<file path="config.mk">
export PLATFORM = sky130hd
export DESIGN_NAME = coin_acceptor_flat
export DESIGN_NICKNAME = d
export VERILOG_FILES = /design/src/rtl/coin_acceptor_if.sv /design/src/rtl/coin_acceptor.sv /design/src/flat_wrapper.sv
export SDC_FILE = /design/constraint.sdc
export NUM_CORES = 1
export LEC_CHECK = 0
export BUFFER_PORTS_ARGS = -buffer_cell sky130_fd_sc_hd__buf_2
export CAP_MARGIN = 10
export CORE_AREA = 2 2 56 84
export DETAILED_ROUTE_END_ITERATION = 8
export DIE_AREA = 0 0 58 86
export PLACE_DENSITY = 0.69
export SYNTH_ARGS = -nofsm -noshare
export SYNTH_HDL_FRONTEND = slang
export SYNTH_SLANG_ARGS = --single-unit
</file>
<file path="constraint.sdc">
create_clock -name clk -period 2 [get_ports clk]
set_input_delay 0.2 -clock clk [delete_from_list [all_inputs] [get_ports clk]]
set_output_delay 0.2 -clock clk [all_outputs]
set_load 0.02 [all_outputs]
</file>
<file path="src/rtl/coin_acceptor_if.sv">
// Coin acceptor bus: raw slot sensors and downstream handshake in, coin codes and status out.
interface coin_acceptor_if;
   logic       sense_5;
   logic       sense_10;
   logic       accept_en;
   logic [1:0] coin;
   logic       coin_reject;
   logic       jam;
   logic       pending;

   modport master (
      output sense_5, sense_10, accept_en,
      input  coin, coin_reject, jam, pending
   );

   modport slave (
      input  sense_5, sense_10, accept_en,
      output coin, coin_reject, jam, pending
   );
endinterface

</file>
<file path="src/rtl/coin_acceptor.sv">
// Two-slot coin acceptor: synchronise and debounce the sensors, classify each insertion,
// and hand validated coins to the vending FSM through a one-entry buffer.
module coin_acceptor #(
   parameter int unsigned DEBOUNCE_CYCLES  = 16,
   parameter int unsigned MAX_PULSE_CYCLES = 200
) (
   input logic            clk,
   input logic            reset,
   coin_acceptor_if.slave bus
);

   localparam int unsigned DW = 8;
   localparam int unsigned WW = 10;
   localparam logic [DW-1:0] DB_MAX = DW'(DEBOUNCE_CYCLES);
   localparam logic [WW-1:0] W_MAX  = WW'(MAX_PULSE_CYCLES);
   localparam logic [1:0] CODE_NONE = 2'b00;
   localparam logic [1:0] CODE_5    = 2'b01;
   localparam logic [1:0] CODE_10   = 2'b10;

   typedef enum logic [2:0] {IDLE, ACT5, ACT10, BOTH, JAM} state_t;

   logic [1:0]    sync_meta;
   logic [1:0]    sync;
   logic [1:0]    filt;
   logic [DW-1:0] dcnt [2];
   logic [WW-1:0] wcnt;
   state_t        state;
   state_t        state_nxt;
   logic          jam_hit_c;
   logic [1:0]    event_c;
   logic          both_rej_c;
   logic [1:0]    coin_q;
   logic [1:0]    buf_code;
   logic          coin_reject_q;
   logic          jam_q;
   logic          pending_q;
   logic          f5;
   logic          f10;

   assign f5  = filt[0];
   assign f10 = filt[1];

   // Synchroniser plus per-sensor debounce; filter flips once the counter has seen DB_MAX differing cycles.
   always_ff @(posedge clk or posedge reset) begin
      if (reset) begin
         sync_meta <= '0;
         sync      <= '0;
         filt      <= '0;
         dcnt[0]   <= '0;
         dcnt[1]   <= '0;
      end else begin
         sync_meta <= {bus.sense_10, bus.sense_5};
         sync      <= sync_meta;
         for (int i = 0; i < 2; i++) begin
            if (sync[i] == filt[i]) begin
               dcnt[i] <= '0;
            end else if (dcnt[i] == DB_MAX) begin
               filt[i] <= sync[i];
               dcnt[i] <= '0;
            end else begin
               dcnt[i] <= dcnt[i] + DW'(1);
            end
         end
      end
   end

   // Active-width counter, held at zero outside the active states and saturating at the jam limit.
   always_ff @(posedge clk or posedge reset) begin
      if (reset) begin
         wcnt <= '0;
      end else if (state == IDLE || state == JAM) begin
         wcnt <= '0;
      end else if (wcnt != W_MAX) begin
         wcnt <= wcnt + WW'(1);
      end
   end

   assign jam_hit_c = (wcnt >= W_MAX - WW'(1));

   always_ff @(posedge clk or posedge reset) begin
      if (reset) state <= IDLE;
      else       state <= state_nxt;
   end

   // Next state; the jam limit wins over any simultaneous sensor change.
   always_comb begin
      state_nxt = state;
      case (state)
         IDLE: begin
            if (f5 && f10)  state_nxt = BOTH;
            else if (f5)    state_nxt = ACT5;
            else if (f10)   state_nxt = ACT10;
         end
         ACT5: begin
            if (jam_hit_c)  state_nxt = JAM;
            else if (f10)   state_nxt = BOTH;
            else if (!f5)   state_nxt = IDLE;
         end
         ACT10: begin
            if (jam_hit_c)  state_nxt = JAM;
            else if (f5)    state_nxt = BOTH;
            else if (!f10)  state_nxt = IDLE;
         end
         BOTH: begin
            if (jam_hit_c)       state_nxt = JAM;
            else if (!f5 && !f10) state_nxt = IDLE;
         end
         JAM: begin
            if (!f5 && !f10) state_nxt = IDLE;
         end
         default: state_nxt = IDLE;
      endcase
   end

   // Coin events and the double-coin reject, decoded from the state transition.
   always_comb begin
      event_c    = CODE_NONE;
      both_rej_c = 1'b0;
      if (state_nxt == IDLE) begin
         case (state)
            ACT5:    event_c    = CODE_5;
            ACT10:   event_c    = CODE_10;
            BOTH:    both_rej_c = 1'b1;
            default: event_c    = CODE_NONE;
         endcase
      end
   end

   // One-entry buffer between the classifier and the vending FSM.
   always_ff @(posedge clk or posedge reset) begin
      if (reset) begin
         coin_q        <= CODE_NONE;
         coin_reject_q <= 1'b0;
         jam_q         <= 1'b0;
         pending_q     <= 1'b0;
         buf_code      <= CODE_NONE;
      end else begin
         coin_q        <= CODE_NONE;
         coin_reject_q <= both_rej_c;
         jam_q         <= (state_nxt == JAM);
         if (bus.accept_en) begin
            if (pending_q) begin
               coin_q <= buf_code;
               if (event_c != CODE_NONE) begin
                  buf_code <= event_c;
               end else begin
                  buf_code  <= CODE_NONE;
                  pending_q <= 1'b0;
               end
            end else begin
               coin_q <= event_c;
            end
         end else if (event_c != CODE_NONE) begin
            if (pending_q) begin
               coin_reject_q <= 1'b1;
            end else begin
               buf_code  <= event_c;
               pending_q <= 1'b1;
            end
         end
      end
   end

   assign bus.coin        = coin_q;
   assign bus.coin_reject = coin_reject_q;
   assign bus.jam         = jam_q;
   assign bus.pending     = pending_q;

endmodule

</file>
<file path="src/flat_wrapper.sv">
// flat-port wrapper written by rule: the top's interface ports become plain ports
module coin_acceptor_flat 
#(
   parameter int unsigned DEBOUNCE_CYCLES  = 16,
   parameter int unsigned MAX_PULSE_CYCLES = 200
)
  (clk, reset, bus_sense_5, bus_sense_10, bus_accept_en, bus_coin, bus_coin_reject, bus_jam, bus_pending);
  coin_acceptor_if bus_i ();
  input logic clk;
  input logic reset;
  input wire logic [$bits(bus_i.sense_5)-1:0] bus_sense_5;
  input wire logic [$bits(bus_i.sense_10)-1:0] bus_sense_10;
  input wire logic [$bits(bus_i.accept_en)-1:0] bus_accept_en;
  output wire logic [$bits(bus_i.coin)-1:0] bus_coin;
  output wire logic [$bits(bus_i.coin_reject)-1:0] bus_coin_reject;
  output wire logic [$bits(bus_i.jam)-1:0] bus_jam;
  output wire logic [$bits(bus_i.pending)-1:0] bus_pending;
  assign bus_i.sense_5 = bus_sense_5;
  assign bus_i.sense_10 = bus_sense_10;
  assign bus_i.accept_en = bus_accept_en;
  assign bus_coin = bus_i.coin;
  assign bus_coin_reject = bus_i.coin_reject;
  assign bus_jam = bus_i.jam;
  assign bus_pending = bus_i.pending;
  coin_acceptor #(.DEBOUNCE_CYCLES(DEBOUNCE_CYCLES), .MAX_PULSE_CYCLES(MAX_PULSE_CYCLES)) u_core (.clk(clk), .reset(reset), .bus(bus_i));
endmodule
</file>
# After elaboration in Yosys (flattened, before gate mapping)
# Index checks and enable logic that the tools add are counted.
# classes
add_sub_neg	3
n_lt_le_gt_ge	1
eq_ne	11
mux	35
bitwise_logic	2
n_reduce_logical	13
# ops
cell	n
two-way mux 3 bit	11
two-way mux 8 bit	4
two-way mux 10 bit	2
adder 8 x 1 -> 8 bit, second input constant	2
== test 8 x 5 -> 1 bit, second input constant	2
case mux 3 bit (5 select lines)	1
two-way mux 2 bit	7
adder 10 x 1 -> 10 bit, second input constant	1
>= comparator 10 x 8 -> 1 bit, second input constant	1
!= test 10 x 8 -> 1 bit, second input constant	1
two-way mux 1 bit	9
== test 3 x 2 -> 1 bit, second input constant	2
== test 3 bit, second input constant	2
zero test 3 bit	2
AND reduction 2 bit	3
nonzero test 2 bit	3
case mux 2 bit (2 select lines)	1
== test 3 x 1 -> 1 bit, second input constant	1
== test 1 bit	2
logical AND 1 bit	2
zero test 1 bit	2
!= test 2 x 1 -> 1 bit, second input constant	1
NOT 1 bit	2
logical OR 1 bit	1
# totals
regBits	42
in_bits	5
out_inout_bits	5

# Depth between registers and ports, before layout
# logic_depth
depth_word	11
mapped_depth	7
depth_no_buf	6

# Worst setup path after synthesis
# OpenSTA, ideal clock, no wires.
# synth_path
kind	reg-to-reg
start	register u_core.dcnt[8] (netlist name)
end	register u_core.filt[0]
setup_ns	0.125
arrival_time_ns	1.616
required_ns	1.875
slack_ns	0.260
path_stages_with_launch	6
n_path_buf	0
cell_sequence	dfrtp_1 > inv_1 > ha_1 > or4b_1 > nor4b_2 > mux2_2
# synth_via
elab_chain_len	2
# synth_lines
item	line	text
start, declared	coin_acceptor.sv:25	logic [DW-1:0] dcnt [2];
start signal, assigned by index	coin_acceptor.sv:61	dcnt[i] <= dcnt[i] + DW'(1);
== test 8 x 5 -> 1 bit	coin_acceptor.sv:57	end else if (dcnt[i] == DB_MAX) begin
AND reduction 2 bit (no source line)	--	
end signal, assigned by index	coin_acceptor.sv:58	filt[i] <= sync[i];
end, declared	coin_acceptor.sv:24	logic [1:0] filt;
# Every way passes these cells.
# A chain may end at the register's enable or synchronous reset.

# Worst setup path in the final report
# layout_path
start	register u_core.dcnt[1] (netlist name)
end	register u_core.dcnt[0] (netlist name)
# layout_via
elab_chain_len	3
# layout_lines
item	line	text
== test 8 x 5 -> 1 bit	coin_acceptor.sv:57	
two-way mux 8 bit	coin_acceptor.sv:57	
two-way mux 8 bit	coin_acceptor.sv:55	if (sync[i] == filt[i]) begin
# Every way passes these cells.

==> results by group <==
Run status
  • Status: complete, no violations

Critical path
  • Family with the most delay on the worst path: simple AND/OR/NAND/NOR gates
  • CP required: 2.17 ns
  • R2r setup slk: 0.14 ns
  • CP max stage delay: 0.44 ns
  • Worst r2r dst: u_core.dcnt[0]
  • Crit-path max FO: 8
  • Worst R2R Start: u_core.dcnt[1]
  • Crit end category: flip-flop
  • Reg2Reg Depth: 6
  • Crit path DAT: 2.03 ns
  • CP Cell Sequence: inv_1 -> ha_1 -> or4b_1 -> nor4b_2 -> nand2b_1 -> nor2_1
  • Slowest CP cell: or4b_1
  • Setup CP Type: flip-flop to flip-flop
  • CP bufs+invs: 1
  • Logic depth of the worst path, buffers included: 6
  • Startpoint types: flip-flop

Timing
  • Max_slew headroom: 0.6185
  • Layout Skew: 0.01073 ns
  • Worst slew pin tran: 0.5670 ns
  • Final setup viols: 0
  • RSZ-0062 raised after global routing: false
  • Final Hold Slack: 0.01201 ns
  • Max Fclk: 537.0 MHz
  • Slew Viols, Final: 0
  • Period minus WS final: 1.862 ns
  • Hold Fails Final Rpt: 0
  • Ratio of final minimum period to clock period: 0.9312
  • Setup ws final: 0.1377 ns
  • Setup TNS: 0 ns

Detailed routing
  • Routed WL per cell: 13.76 µm
  • # DRC: 0
  • Drt pass-1 iters: 4
  • Routed Antenna Nets: 0
  • Total wire length: 3.536 mm
  • Initial DRC Count: 46
  • Vias per cell: 5.525
  • Vias: 1,420

Pwr
  • Sw Pwr: 0.0003661 W
  • PD cells: 720.8 nW/µm²
  • Comb power frac: 0.043
  • Clock share of power: 0.417
  • Net Sw Frac: 0.2250
  • Leakage power: 1.037 nW
  • Int Power: 0.001261 W
  • Worst IR Drop VDD: 493.9 µV
  • Tot Pwr: 0.001627 W
  • Seq pwr share: 0.540

Cells and area
  • Ant. Diodes: 0
  • Layout Nets: 221
  • Multi-input gate area: 908.4 µm²
  • Layout Cells excl Fill: 257
  • Layout Area Growth over Synthesis: 11.08%
  • FILL cells: 396
  • Share of post-route cells with drive strength above 1: 0.1374
  • Reg area: 1051 µm²

Clocking
  • Worst skew pair latency: 0.30 ns
  • TritonCTS clock tree: yes
  • Worst-path clk slew: 0.09 ns
  • Root buffer cell: clkbuf_8
  • Post-CTS Setup Bufs: 0
  • CTS Buf Count: 5
  • Clock sink count: 42
  • H-tree depth: 2
  • Max Buffers Root-to-Sink: 2

Global routing
  • Initial antenna violation count: 0
  • Total grt overflow: 0
  • Routing usage on met3: 0.03922
  • M1 GR Usage: 0.1882
  • Global routing usage on met2: 0.2810
  • Total global-route track usage: 0.1657
  • Largest net degree at the start of global routing: 43
  • Vias in the first global route: 1,451
  • GR peak layer: met2
  • First-pass GRT wire length: 6.292 mm

Die
  • Starting Density: 0.4828
  • Rows: 29
  • Die ar.: 4988 µm²
  • Die Span X: 58 µm
  • Die H: 86 µm
  • # IOs: 10
  • Core area: 4209 µm²

Synth
  • Register bit total from synthesis: 42
  • Synth Area in Simple Gates: 0.2266
  • Async set-reset flop share out of synthesis: 1.000
  • Register area share after synthesis: 0.5172
  • Mapped Cells: 194
  • Synth Area in Adders: 0.04187
  • Synth Cell Area: 2032 µm²
  • Synth Area in Compound Gates: 0.07574
  • Post-synth EDFFs: 0
  • Synth Area per Inst: 10.47 µm²
  • Dominant synthesized flop cell: dfrtp_1
  • Multiplexer area fraction after synthesis: 0.01108
  • Syn nets: 205
  • Synth Area in XOR/XNOR: 0.09052
  • Distinct cells, synth: 41
  • Yosys warns: 0
  • Largest family of logic cells by synthesized area: simple AND/OR/NAND/NOR gates

Place
  • Inst Count DP: 248
  • Final HPWL DP: 2.368 mm
  • Placement Setup Slack: 0.07481 ns
  • Placer Congestion: 0.7818
  • IO Port Bufs: 9

Flow run
  • Max-Cap Viols: 0

Min path
  • Hold crit path type: primary input to async pin
==> per-layer routing <==
metal  wire, µm  up-vias
met5          0        -
met4         69        0
met3         83        4
met2       1857       14
met1       1525      697
li1           -      705
==> worst min-delay path, stage by stage <==
cell and delay, ns:
buf_2 0.09, inv_1 0.04, buf_4 0.43
==> metrics by stage <==
stage,cell area (µm²),util
2_1_floorplan,2032,-
3_3_place_gp,2131,0.5062
3_5_place_dp,2131,0.5062
4_1_cts,2255,0.5357
5_1_grt,2257,0.5363
6_report,2257,0.5363
==> sequential cells by signal (all words and copies together), names as in the netlist <==
name	cells
u_core.dcnt	16
u_core.wcnt	10
u_core.state	3
u_core.buf_code	2
u_core.bus.coin	2
u_core.filt	2
u_core.sync	2
u_core.sync_meta	2
u_core.bus.coin_reject	1
u_core.bus.jam	1
u_core.bus.pending	1
==> power groups by stage <==
stage | registers [W] | clock network (W) | logic [W]
2_1_floorplan | 0.000892 | 0 | 0.0000516
3_3_place_gp | 0.000894 | 0 | 0.0000683
3_5_place_dp | 0.000895 | 0 | 0.0000700
4_1_cts | 0.000879 | 0.000695 | 0.0000718
5_1_grt | 0.000881 | 0.000736 | 0.0000828
6_report | 0.000878 | 0.000679 | 0.0000695
==> synth_stat cells, types with 3 or more instances <==
cell	count	share of area
and2_1	3	0.0092
nor2b_1	3	0.0092
nor3_1	4	0.0099
nand3_1	15	0.037
a21oi_1	9	0.022
inv_1	11	0.020
nand2b_1	3	0.0092
nand2_1	8	0.015
nor2_1	24	0.044
and3_1	3	0.0092
xnor2_1	4	0.017
nand4_1	3	0.0092
o21ai_0	4	0.0099
ha_1	6	0.037
xor2_1	17	0.073
dfrtp_1	42	0.52
==> logic make-up after synthesis <==
kind of cell	after synthesis
fa+ha+maj	7
buf+inv	16
xor+xnor	21
mux	2
flops	42
simple gates	82
compound gates	24
==> timing repair <==
action,4_1_cts,5_1_grt
endpoints found under the hold margin,1,0
setup endpoints to repair,0,8
hold buffers,1,0
gates resized for setup,0,1
==> final cells by class <==
cell class	count	area share
repair buffers	14	0.03769
clock inverters	3	0.01996
clock buffers	5	0.03049
well taps	46	0.02550
multi-input cells	136	0.4024
inverters	11	0.01829
flip-flops and latches	42	0.4656
==> worst max-delay path by stage <==
stage | from | to | slack (ns)
finish | u_core.dcnt[1] | u_core.dcnt[0] | 0.14
global placement | u_core.dcnt[8] | u_core.dcnt[10] | 0.12
global route | u_core.dcnt[1] | u_core.dcnt[4] | 0.004
CTS | u_core.dcnt[8] | u_core.dcnt[14] | 0.05
detailed placement | u_core.dcnt[8] | u_core.dcnt[14] | 0.07
floorplan | u_core.dcnt[8] | u_core.filt[0] | 0.26
==> layout by cell type (no fill, tap or decap), drive strengths merged, types with 3 or more instances in the layout <==
master,count
dfrtp,42
nor2,24
xor2,17
nand3,15
buf,13
inv,11
a21oi,9
nand2,8
ha,6
clkbuf,5
nor3,4
o21ai,4
xnor2,4
and3,4
nor2b,3
and2,3
nand4,3
nand2b,3
No activity file was read; power rests on OpenSTA's default activity.
